[config.mk]
export PLATFORM = sky130hd
export DESIGN_NAME = alu_hs
export DESIGN_NICKNAME = d
export VERILOG_FILES = /design/src/rtl/alu_pkg.sv /design/src/rtl/alu_mul_iter.sv /design/src/rtl/alu_hs.sv
export SDC_FILE = /design/constraint.sdc
export NUM_CORES = 1
export LEC_CHECK = 0
export BUFFER_PORTS_ARGS = -buffer_cell sky130_fd_sc_hd__buf_2
export CAP_MARGIN = 10
export CORE_ASPECT_RATIO = 0.75
export CORE_UTILIZATION = 40
export DETAILED_ROUTE_END_ITERATION = 8
export PLACE_DENSITY = 0.66
export SLEW_MARGIN = 20
export SYNTH_ARGS = -nofsm -noshare
export SYNTH_HDL_FRONTEND = slang
export SYNTH_HIERARCHICAL = 1
export SYNTH_SLANG_ARGS = --single-unit
[constraint.sdc]
create_clock -name clk -period 4.3 [get_ports clk]
set_clock_uncertainty 0.1 [all_clocks]
set_input_delay 0.215 -clock clk [delete_from_list [all_inputs] [get_ports clk]]
set_output_delay 0.215 -clock clk [all_outputs]
set_load 0.02 [all_outputs]
[src/rtl/alu_pkg.sv]
// alu_pkg: shared definitions for the handshaked ALU.
//   - op codes OP_ADD..OP_XOR (3-bit)
//   - FSM state type state_t (ST_IDLE / ST_BUSY / ST_DONE)
//   - bit positions of the {V,C,N,Z} status flags
//   - pack_flags helper that builds the flag vector from its four bits
package alu_pkg;

  localparam logic [2:0] OP_ADD = 3'b000;
  localparam logic [2:0] OP_SUB = 3'b001;
  localparam logic [2:0] OP_AND = 3'b010;
  localparam logic [2:0] OP_OR  = 3'b011;
  localparam logic [2:0] OP_SHL = 3'b100;
  localparam logic [2:0] OP_SHR = 3'b101;
  localparam logic [2:0] OP_MUL = 3'b110;
  localparam logic [2:0] OP_XOR = 3'b111;

  typedef enum logic [1:0] {
    ST_IDLE = 2'd0,
    ST_BUSY = 2'd1,
    ST_DONE = 2'd2
  } state_t;

  localparam int unsigned FLAG_Z = 0;
  localparam int unsigned FLAG_N = 1;
  localparam int unsigned FLAG_C = 2;
  localparam int unsigned FLAG_V = 3;

  function automatic logic [3:0] pack_flags(input logic v, input logic c,
                                            input logic n, input logic z);
    logic [3:0] f;
    f         = '0;
    f[FLAG_V] = v;
    f[FLAG_C] = c;
    f[FLAG_N] = n;
    f[FLAG_Z] = z;
    return f;
  endfunction

endpackage

[src/rtl/alu_mul_iter.sv]
// alu_mul_iter: iterative unsigned shift-add multiplier.
//   clk, rst : clock, synchronous active-high reset
//   start    : one-cycle pulse; captures a and b and starts WIDTH steps
//   a, b     : multiplicand, multiplier
//   done     : one-cycle pulse when product holds the final value
//   product  : full 2*WIDTH-bit product (held until the next start)
module alu_mul_iter #(
  parameter int unsigned WIDTH = 16
) (
  input  logic               clk,
  input  logic               rst,
  input  logic               start,
  input  logic [WIDTH-1:0]   a,
  input  logic [WIDTH-1:0]   b,
  output logic               done,
  output logic [2*WIDTH-1:0] product
);
  import alu_pkg::*;

  localparam int unsigned CW = $clog2(WIDTH + 1);

  logic [CW-1:0]      cnt;
  logic [2*WIDTH-1:0] mcand;
  logic [WIDTH-1:0]   mplier;

  always_ff @(posedge clk) begin
    if (rst) begin
      cnt     <= '0;
      mcand   <= '0;
      mplier  <= '0;
      product <= '0;
      done    <= 1'b0;
    end else begin
      done <= 1'b0;
      if (start) begin
        product <= '0;
        mcand   <= {{WIDTH{1'b0}}, a};
        mplier  <= b;
        cnt     <= CW'(WIDTH);
      end else if (cnt != '0) begin
        // One multiplier bit per cycle, LSB first; multiplicand moves up.
        if (mplier[0]) begin
          product <= product + mcand;
        end
        mcand  <= mcand << 1;
        mplier <= mplier >> 1;
        cnt    <= cnt - CW'(1);
        done   <= (cnt == CW'(1));
      end
    end
  end

endmodule

[src/rtl/alu_hs.sv]
// alu_hs: handshaked ALU with registered result and {V,C,N,Z} flags.
//   clk, rst            : clock, synchronous active-high reset
//   in_valid / in_ready : request handshake; op, a, b captured on acceptance
//   op, a, b            : operation code and operands (b = shift amount)
//   out_valid/out_ready : response handshake
//   result, flags       : registered result and status flags {V,C,N,Z}
//   busy                : high while a multiply iterates
module alu_hs #(
  parameter int unsigned WIDTH = 16,
  parameter int unsigned SHW   = $clog2(WIDTH) + 1
) (
  input  logic             clk,
  input  logic             rst,
  input  logic             in_valid,
  output logic             in_ready,
  input  logic [2:0]       op,
  input  logic [WIDTH-1:0] a,
  input  logic [WIDTH-1:0] b,
  output logic             out_valid,
  input  logic             out_ready,
  output logic [WIDTH-1:0] result,
  output logic [3:0]       flags,
  output logic             busy
);
  import alu_pkg::*;

  localparam logic [SHW-1:0] WIDTH_AMT = SHW'(WIDTH);

  state_t state;

  logic accept;
  logic mul_start;
  logic mul_done;
  logic [2*WIDTH-1:0] mul_product;
  logic mul_hi;

  logic [WIDTH-1:0] alu_res;
  logic             alu_c;
  logic             alu_v;
  logic [WIDTH:0]   add_ext;
  logic [WIDTH:0]   sub_ext;
  logic [SHW-1:0]   shamt;
  logic             shamt_over;

  assign in_ready  = (state == ST_IDLE) | ((state == ST_DONE) & out_ready);
  assign accept    = in_valid & in_ready;
  assign mul_start = accept & (op == OP_MUL);

  alu_mul_iter #(
    .WIDTH (WIDTH)
  ) u_mul (
    .clk     (clk),
    .rst     (rst),
    .start   (mul_start),
    .a       (a),
    .b       (b),
    .done    (mul_done),
    .product (mul_product)
  );

  assign mul_hi = |mul_product[2*WIDTH-1:WIDTH];

  // Amounts above WIDTH (including any set bit above the SHW field) zero
  // both result and carry, so only in-range amounts reach the shifters.
  assign shamt      = b[SHW-1:0];
  assign shamt_over = (|b[WIDTH-1:SHW]) | (shamt > WIDTH_AMT);

  always_comb begin
    alu_res = '0;
    alu_c   = 1'b0;
    alu_v   = 1'b0;
    add_ext = '0;
    sub_ext = '0;
    case (op)
      OP_ADD: begin
        add_ext = {1'b0, a} + {1'b0, b};
        alu_res = add_ext[WIDTH-1:0];
        alu_c   = add_ext[WIDTH];
        alu_v   = (a[WIDTH-1] == b[WIDTH-1]) && (alu_res[WIDTH-1] != a[WIDTH-1]);
      end
      OP_SUB: begin
        sub_ext = {1'b0, a} - {1'b0, b};
        alu_res = sub_ext[WIDTH-1:0];
        alu_c   = ~sub_ext[WIDTH];
        alu_v   = (a[WIDTH-1] != b[WIDTH-1]) && (alu_res[WIDTH-1] != a[WIDTH-1]);
      end
      OP_AND: alu_res = a & b;
      OP_OR:  alu_res = a | b;
      OP_XOR: alu_res = a ^ b;
      OP_SHL: begin
        // Extra bit above the operand catches the last bit shifted out.
        if (!shamt_over) begin
          {alu_c, alu_res} = {1'b0, a} << shamt;
        end
      end
      OP_SHR: begin
        // Extra bit below the operand catches the last bit shifted out.
        if (!shamt_over) begin
          {alu_res, alu_c} = {a, 1'b0} >> shamt;
        end
      end
      default: begin
        alu_res = '0;
      end
    endcase
  end

  always_ff @(posedge clk) begin
    if (rst) begin
      state     <= ST_IDLE;
      result    <= '0;
      flags     <= '0;
      out_valid <= 1'b0;
      busy      <= 1'b0;
    end else begin
      case (state)
        ST_IDLE, ST_DONE: begin
          if (accept) begin
            if (op == OP_MUL) begin
              state     <= ST_BUSY;
              busy      <= 1'b1;
              out_valid <= 1'b0;
            end else begin
              state     <= ST_DONE;
              result    <= alu_res;
              flags     <= pack_flags(alu_v, alu_c, alu_res[WIDTH-1], alu_res == '0);
              out_valid <= 1'b1;
            end
          end else if ((state == ST_DONE) && out_ready) begin
            state     <= ST_IDLE;
            out_valid <= 1'b0;
          end
        end
        ST_BUSY: begin
          if (mul_done) begin
            state     <= ST_DONE;
            busy      <= 1'b0;
            out_valid <= 1'b1;
            result    <= mul_product[WIDTH-1:0];
            flags     <= pack_flags(mul_hi, mul_hi, mul_product[WIDTH-1],
                                    mul_product[WIDTH-1:0] == '0);
          end
        end
        default: begin
          state     <= ST_IDLE;
          busy      <= 1'b0;
          out_valid <= 1'b0;
        end
      endcase
    end
  end

endmodule

=== Word-level counts from Yosys, hierarchy flattened ===
Cells that the tools add are included.

* Register bits: 110
* Input port bits: 39
* Output and inout bits: 23
* Logic and storage cells: 102

* $add $sub $neg: 4
* $lt $le $gt $ge: 1
* Equality and inequality tests: 19
* Shift operators: 2
* Muxes and demuxes: 35
* Bitwise logic cells: 10
* Reduce and logical (&&, ||, !) cells: 19

{| class="wikitable"
|+ Operators with widths
! operator !! number
|-
| $mux W16 || 9
|-
| $pmux W16 S7 || 1
|-
| $add A32 B32 Y32 || 1
|-
| $logic_not A16 Y1 || 2
|-
| $pmux W16 S2 || 1
|-
| $add A16 B16 Y17 || 1
|-
| $shl A16 B5 Y17 || 1
|-
| $shr A17 B5 Y17 || 1
|-
| $sub A16 B16 Y17 || 1
|-
| $and A16 B16 Y16 || 1
|-
| $or A16 B16 Y16 || 1
|-
| $reduce_or A16 Y1 || 1
|-
| $xor A16 B16 Y16 || 1
|-
| $eq A3 B3 Y1 const B || 4
|-
| $mux W4 || 3
|-
| $reduce_or A11 Y1 || 1
|-
| $mux W5 || 2
|-
| $mux W1 || 9
|-
| $mux W2 || 4
|-
| $pmux W4 S2 || 1
|-
| $eq A3 B2 Y1 const B || 2
|-
| $ne A2 B2 Y1 const B || 3
|-
| $pmux W1 S2 || 3
|-
| $eq A5 B1 Y1 const B || 1
|-
| other kinds (24) || 35
|}

=== Logic depth before layout (Yosys ltp) ===
* Depth after elaboration: 8
* Gate-level depth with buffers: 14
* Gate-level depth less buffers: 13

=== Cells and area by module ===
Netlist, hierarchy kept.

{| class="wikitable"
|+ By module, submodules not included
! module !! times used !! cells each !! area an instance (sq um) !! seq. area each (sq um)
|-
| alu_hs || 1 || 734 || 5,383.9 || 440.4
|-
| alu_mul_iter || 1 || 682 || 4,979.8 || 1,721.7
|}

=== Worst setup path before layout ===
Ideal clock, no wire load.

* Kind: input -> register
* Start point: input b[2]
* End point: register flags[2]
* Setup time: 131 ps
* Data arrival time: 3,488 ps
* Required time: 4,069 ps
* Path slack: 581 ps
* Cell stages on the path: 14
* Buffers on the path: 3
* Path through: buf_2 -> inv_1 -> clkbuf_1 -> clkbuf_1 -> ha_1 -> nor2b_4 -> o31a_1 -> or4_1 -> a311o_1 -> a221o_1 -> a21o_1 -> a211o_1 -> o311ai_0 -> a21oi_1

* Word-level cells in the longest chain between the ends: 7
* Elaborated cells on any way between the ends: 13
* Classes of those cells: add/sub: 2; order compare: 1; shift: 2; mux: 6; bitwise: 2

{| class="wikitable"
|+ RTL lines
! item !! RTL line !! text
|-
| start, declared || alu_hs.sv:18 || <nowiki>input logic [WIDTH-1:0] b,</nowiki>
|-
| parallel branches: the longest is 3 deep, another holds $sub A16 B16 Y17 || - ||
|-
| $pmux W1 S4 (*) || alu_hs.sv:74 || <nowiki>case (op)</nowiki>
|-
| $mux W4 (*) || alu_hs.sv:119 || <nowiki>if (op == OP_MUL) begin</nowiki>
|-
| $mux W4 (*) || alu_hs.sv:118 || <nowiki>if (accept) begin</nowiki>
|-
| $pmux W4 S2 (*) || alu_hs.sv:116 || <nowiki>case (state)</nowiki>
|-
| end signal, assigned || alu_hs.sv:126 || <nowiki>flags <= pack_flags(alu_v, alu_c, alu_res[WIDTH-1], alu_res == '0);</nowiki>
|-
| end signal, assigned || alu_hs.sv:140 || <nowiki>flags <= pack_flags(mul_hi, mul_hi, mul_product[WIDTH-1],</nowiki>
|-
| end, declared || alu_hs.sv:22 || <nowiki>output logic [3:0] flags,</nowiki>
|}

Every way passes the cells marked *. The select of a mux whose other input is x is not followed.
A chain may end at the register's enable or synchronous reset.

=== Worst setup path after layout ===
* Start point: input a[2]
* End point: register result[12]

* Word-level cells in the longest chain between the ends: 6
* Elaborated cells on any way between the ends: 10
* Classes of those cells: add/sub: 2; shift: 2; mux: 6

{| class="wikitable"
|+ RTL lines
! item !! RTL line !! text
|-
| start, declared || alu_hs.sv:17 || <nowiki>input logic [WIDTH-1:0] a,</nowiki>
|-
| parallel branches: the longest is 2 deep, another holds $sub A16 B16 Y17 || - ||
|-
| $pmux W16 S7 (*) || alu_hs.sv:74 ||
|-
| $mux W16 (*) || alu_hs.sv:119 ||
|-
| $mux W16 (*) || alu_hs.sv:118 ||
|-
| $pmux W16 S2 (*) || alu_hs.sv:116 ||
|-
| end signal, assigned || alu_hs.sv:125 || <nowiki>result <= alu_res;</nowiki>
|-
| end signal, assigned || alu_hs.sv:139 || <nowiki>result <= mul_product[WIDTH-1:0];</nowiki>
|-
| end, declared || alu_hs.sv:21 || <nowiki>output logic [WIDTH-1:0] result,</nowiki>
|}

Marks and branches as above.

==> flow_metrics.py <==
metrics = {
    "placement": {
        "dp_hpwl_um": 27280,
        "gp_congestion": 1.001,
        "io_buffer_count": 61,
    },
    "synthesis": {
        "ys_warn_count": 6,
        "ys_ff_latch": 108,
        "ys_seq_area_share_pct": 20.86,
        "netlist_area_um2": 10360,
        "ys.flop_type": "dfxtp_1",
        "async_flop_share_pct": 0,
        "synth_edf_count": 0,
        "synth_fp_nets": 1544,
        "synthCells": 1416,
        "ys_types": 80,
        "syn_area_per_cell_um2": 7.319,
    },
    "detailed_routing": {
        "vias": 10900,
        "avgViaCountPerCell": 6.216,
        "final_antenna_net_count": 0,
        "wl_per_cell_um": 20.73,
        "routed_wl_um": 36370,
        "first_iter_violations": 1512,
        "drc": 0,
        "detail_route.first_pass.iterations": 6,
    },
    "critical_path": {
        "slowest_stage": "or4_1",
        "crit_required_ns": 4.49,
        "crit_fanout": 11,
        "reg2regPathDepth": 10,
        "cp-end-kind": "flop",
        "cp-start-kind": "input pin",
        "critPathKind": "input pin to flop",
        "slowest_delay_ns": 0.46,
        "reg2reg_setup_slack_ns": 1.00,
        "path_cells": "buf_2 > inv_1 > ha_1 > nor2b_4 > o31a_1 > or4_1 > a311o_1 > a2111oi_4 > o41ai_1 > nand3b_1 > a211o_1 > a21oi_2",
        "r2r-end": "u_mul/product[28]",
        "cp_data_arrival_time_ns": 3.53,
        "r2r_start": "u_mul/mcand[0]",
    },
    "final_layout": {
        "final_cell_mix": "211 x nand2_1, 180 x a21oi_1, 132 x nor2_1",
        "nets": 1539,
        "layout_commonest_cell": "nand2_1",
        "fin_util_pct": 44.38,
        "area_delta_synth_final_pct": 7.968,
        "drive_above_1_share_pct": 11.44,
        "antenna_cells": 0,
    },
    "clock_network": {
        "tritoncts": "yes",
        "cts-root-buf": "clkbuf_16",
        "numClockSinks": 108,
        "cts_max_level": 3,
        "holdBufCountCts": 0,
        "clk_latency_ns": 0.36,
        "post_cts_buffers": 0,
        "cts-resized-gates": 0,
        "clk_pin_slew_worst_paths_ns": 0.07,
        "cts_made_buffers": 9,
        "clk_path_buf_depth": 2,
    },
    "grt": {
        "grt_use_total_pct": 26.89,
        "grt_remaining_overflow": 0,
        "grt_pass1_vias": 9252,
        "use_met2_pct": 36.74,
        "top_usage_layer": "met1",
        "grt_max_degree": 70,
        "grt_util_met3_pct": 5.936,
        "grt_pass1_wl_um": 55970,
        "antenna_found_initial": 0,
        "grtUsageMet1_pct": 41.88,
    },
    "pwr": {
        "power_density_nw_per_um2": 284.9,
        "ir_drop_mv": 0.2996,
        "power_uw": 3188,
        "power.leakage_uw": 0.004570,
    },
    "floorplanning": {
        "die_y_um": 141.4,
        "rows": 50,
        "fp.dieW_um": 187.9,
        "design.core.area_um2": 25210,
        "start_util_pct": 41.11,
        "die_area_um2": 26560,
        "ios": 62,
    },
    "sta": {
        "hold_violations": 0,
        "fin_crit_sh_pct": 77.60,
        "slew_headroom_pct": 52.18,
        "setup_violations": 0,
        "max_freq_mhz": 299.7,
        "final.setup.tns_ns": 0,
        "period_minus_slack_ns": 3.337,
        "worst_pin_slew_ns": 0.7173,
        "slew_violations": 0,
        "rsz0062_at_grt": "false",
    },
    "job": {
        "maxCapViolCount": 0,
    },
    "min_path": {
        "min-delay-start": "b[12]",
        "hold_class": "input pin to flop",
        "hold_depth": 3,
        "whs_endpoint": "u_mul/mplier[12]",
    },
    "status": {
        "status": "complete, no violations",
    },
}
cells by family (layout without fill, tap and decap cells):
family	count (synthesis)	count (layout)	share of synthesized area, %
xor gates and xnor gates	32	32	2.704
buffers and inverters	173	173	6.519
adders and majority gates	89	89	10.96
and+or+nand+nor	505	505	22.08
DFF	108	108	20.86
AOI/OAI and AO/OA	442	442	27.37
muxes	67	67	9.501
Yosys cell counts, types with 5 or more instances:
master / number / area [um^2]
ha_1: 86 / 1076
o21a_1: 9 / 67.56
a31oi_1: 12 / 75.07
o211ai_1: 15 / 112.6
inv_1: 68 / 255.2
a211o_1: 8 / 70.07
xnor2_1: 23 / 201.4
mux4_2: 24 / 540.5
a22oi_1: 10 / 75.07
a221oi_1: 7 / 61.31
o22ai_1: 7 / 43.79
mux2_2: 10 / 112.6
buf_1: 10 / 37.54
mux2i_1: 32 / 320.3
nor2b_1: 12 / 75.07
a211oi_1: 20 / 150.1
o41ai_1: 5 / 43.79
o21ai_0: 70 / 350.3
nand2_1: 211 / 792.0
nand4_1: 17 / 106.4
a221o_1: 9 / 90.09
dfxtp_1: 108 / 2162
xor2_1: 9 / 78.83
nor3_1: 26 / 130.1
and3_1: 10 / 62.56
nand3b_1: 9 / 67.56
nand2b_1: 6 / 37.54
buf_2: 12 / 60.06
clkbuf_1: 80 / 300.3
a21o_1: 17 / 127.6
nor4_1: 11 / 68.82
or2_2: 6 / 37.54
or3_1: 13 / 81.33
o2111ai_1: 7 / 61.31
nor2_1: 133 / 499.2
o311ai_0: 5 / 43.79
o31ai_1: 7 / 52.55
a21oi_1: 181 / 905.9
nand3_1: 31 / 155.2
o21bai_1: 10 / 75.07
how the worst max path moves through the flow:
| stage | start | endpoint | slack (ns) |
|---|---|---|---|
| 4_1_cts | a[2] | result[12] | 1.05 |
| 3_5_place_dp | a[2] | result[12] | 0.69 |
| 6_report | a[2] | result[12] | 0.96 |
| 5_1_grt | a[1] | result[9] | 0.88 |
| 3_3_place_gp | a[2] | result[12] | 0.75 |
| 2_1_floorplan | b[2] | flags[2] | 0.58 |
registers in the layout (all words and copies together) (netlist names):
name and cells:
u_mul/mcand 32, u_mul/product 32, u_mul/mplier 16, result 15, u_mul/cnt 5, flags 4
busy 1, out_valid 1, state 1, u_mul/done 1
per-layer routing:
layer / vias to the layer above / wire length [um]
li1: 5092 / -
met3: 48 / 4053
met4: 0 / 600
met5: - / 0
met2: 599 / 14420
met1: 5164 / 17290
report_power, final:
part,internal [uW],leakage (uW),switching (uW)
clock network,419,0.000138,415
logic,382,0.00356,867
registers,1060,0.000875,48.8
total,1860,0.00457,1330
area by class of cell:
| type | instances | area [um^2] |
|---|---|---|
| tap | 338 | 422.9 |
| timing repair buffer | 89 | 515.5 |
| fill | 2579 | 14020 |
| clock inverter | 5 | 45.04 |
| clock buffer | 11 | 242.7 |
| multi-input combinational | 1135 | 7546 |
| sequential | 108 | 2162 |
| inverter | 68 | 255.2 |
worst max-delay path: cells and delay by family:
| kind | cells | cell delay, ns |
|---|---|---|
| adders and majority gates | 1 | 0.40 |
| and+or+nand+nor | 3 | 0.89 |
| buffers and inverters | 2 | 0.33 |
| AOI/OAI and AO/OA | 6 | 1.69 |
metrics by stage:
| step | cells | hold WS, ns | area, um^2 | setup WS, ns |
|---|---|---|---|---|
| 2_1_floorplan | 1416 | 0.2545 | 10360 | 0.5810 |
| 3_3_place_gp | 1738 | 0.3418 | 10900 | 0.7513 |
| 3_5_place_dp | 1738 | 0.3484 | 10900 | 0.6871 |
| 4_1_cts | 1754 | 0.05146 | 11190 | 1.052 |
| 5_1_grt | 1754 | 0.08116 | 11190 | 0.8790 |
| 6_report | 1754 | 0.06410 | 11190 | 0.9633 |
Note: power is estimated with default switching activity, not from simulation.
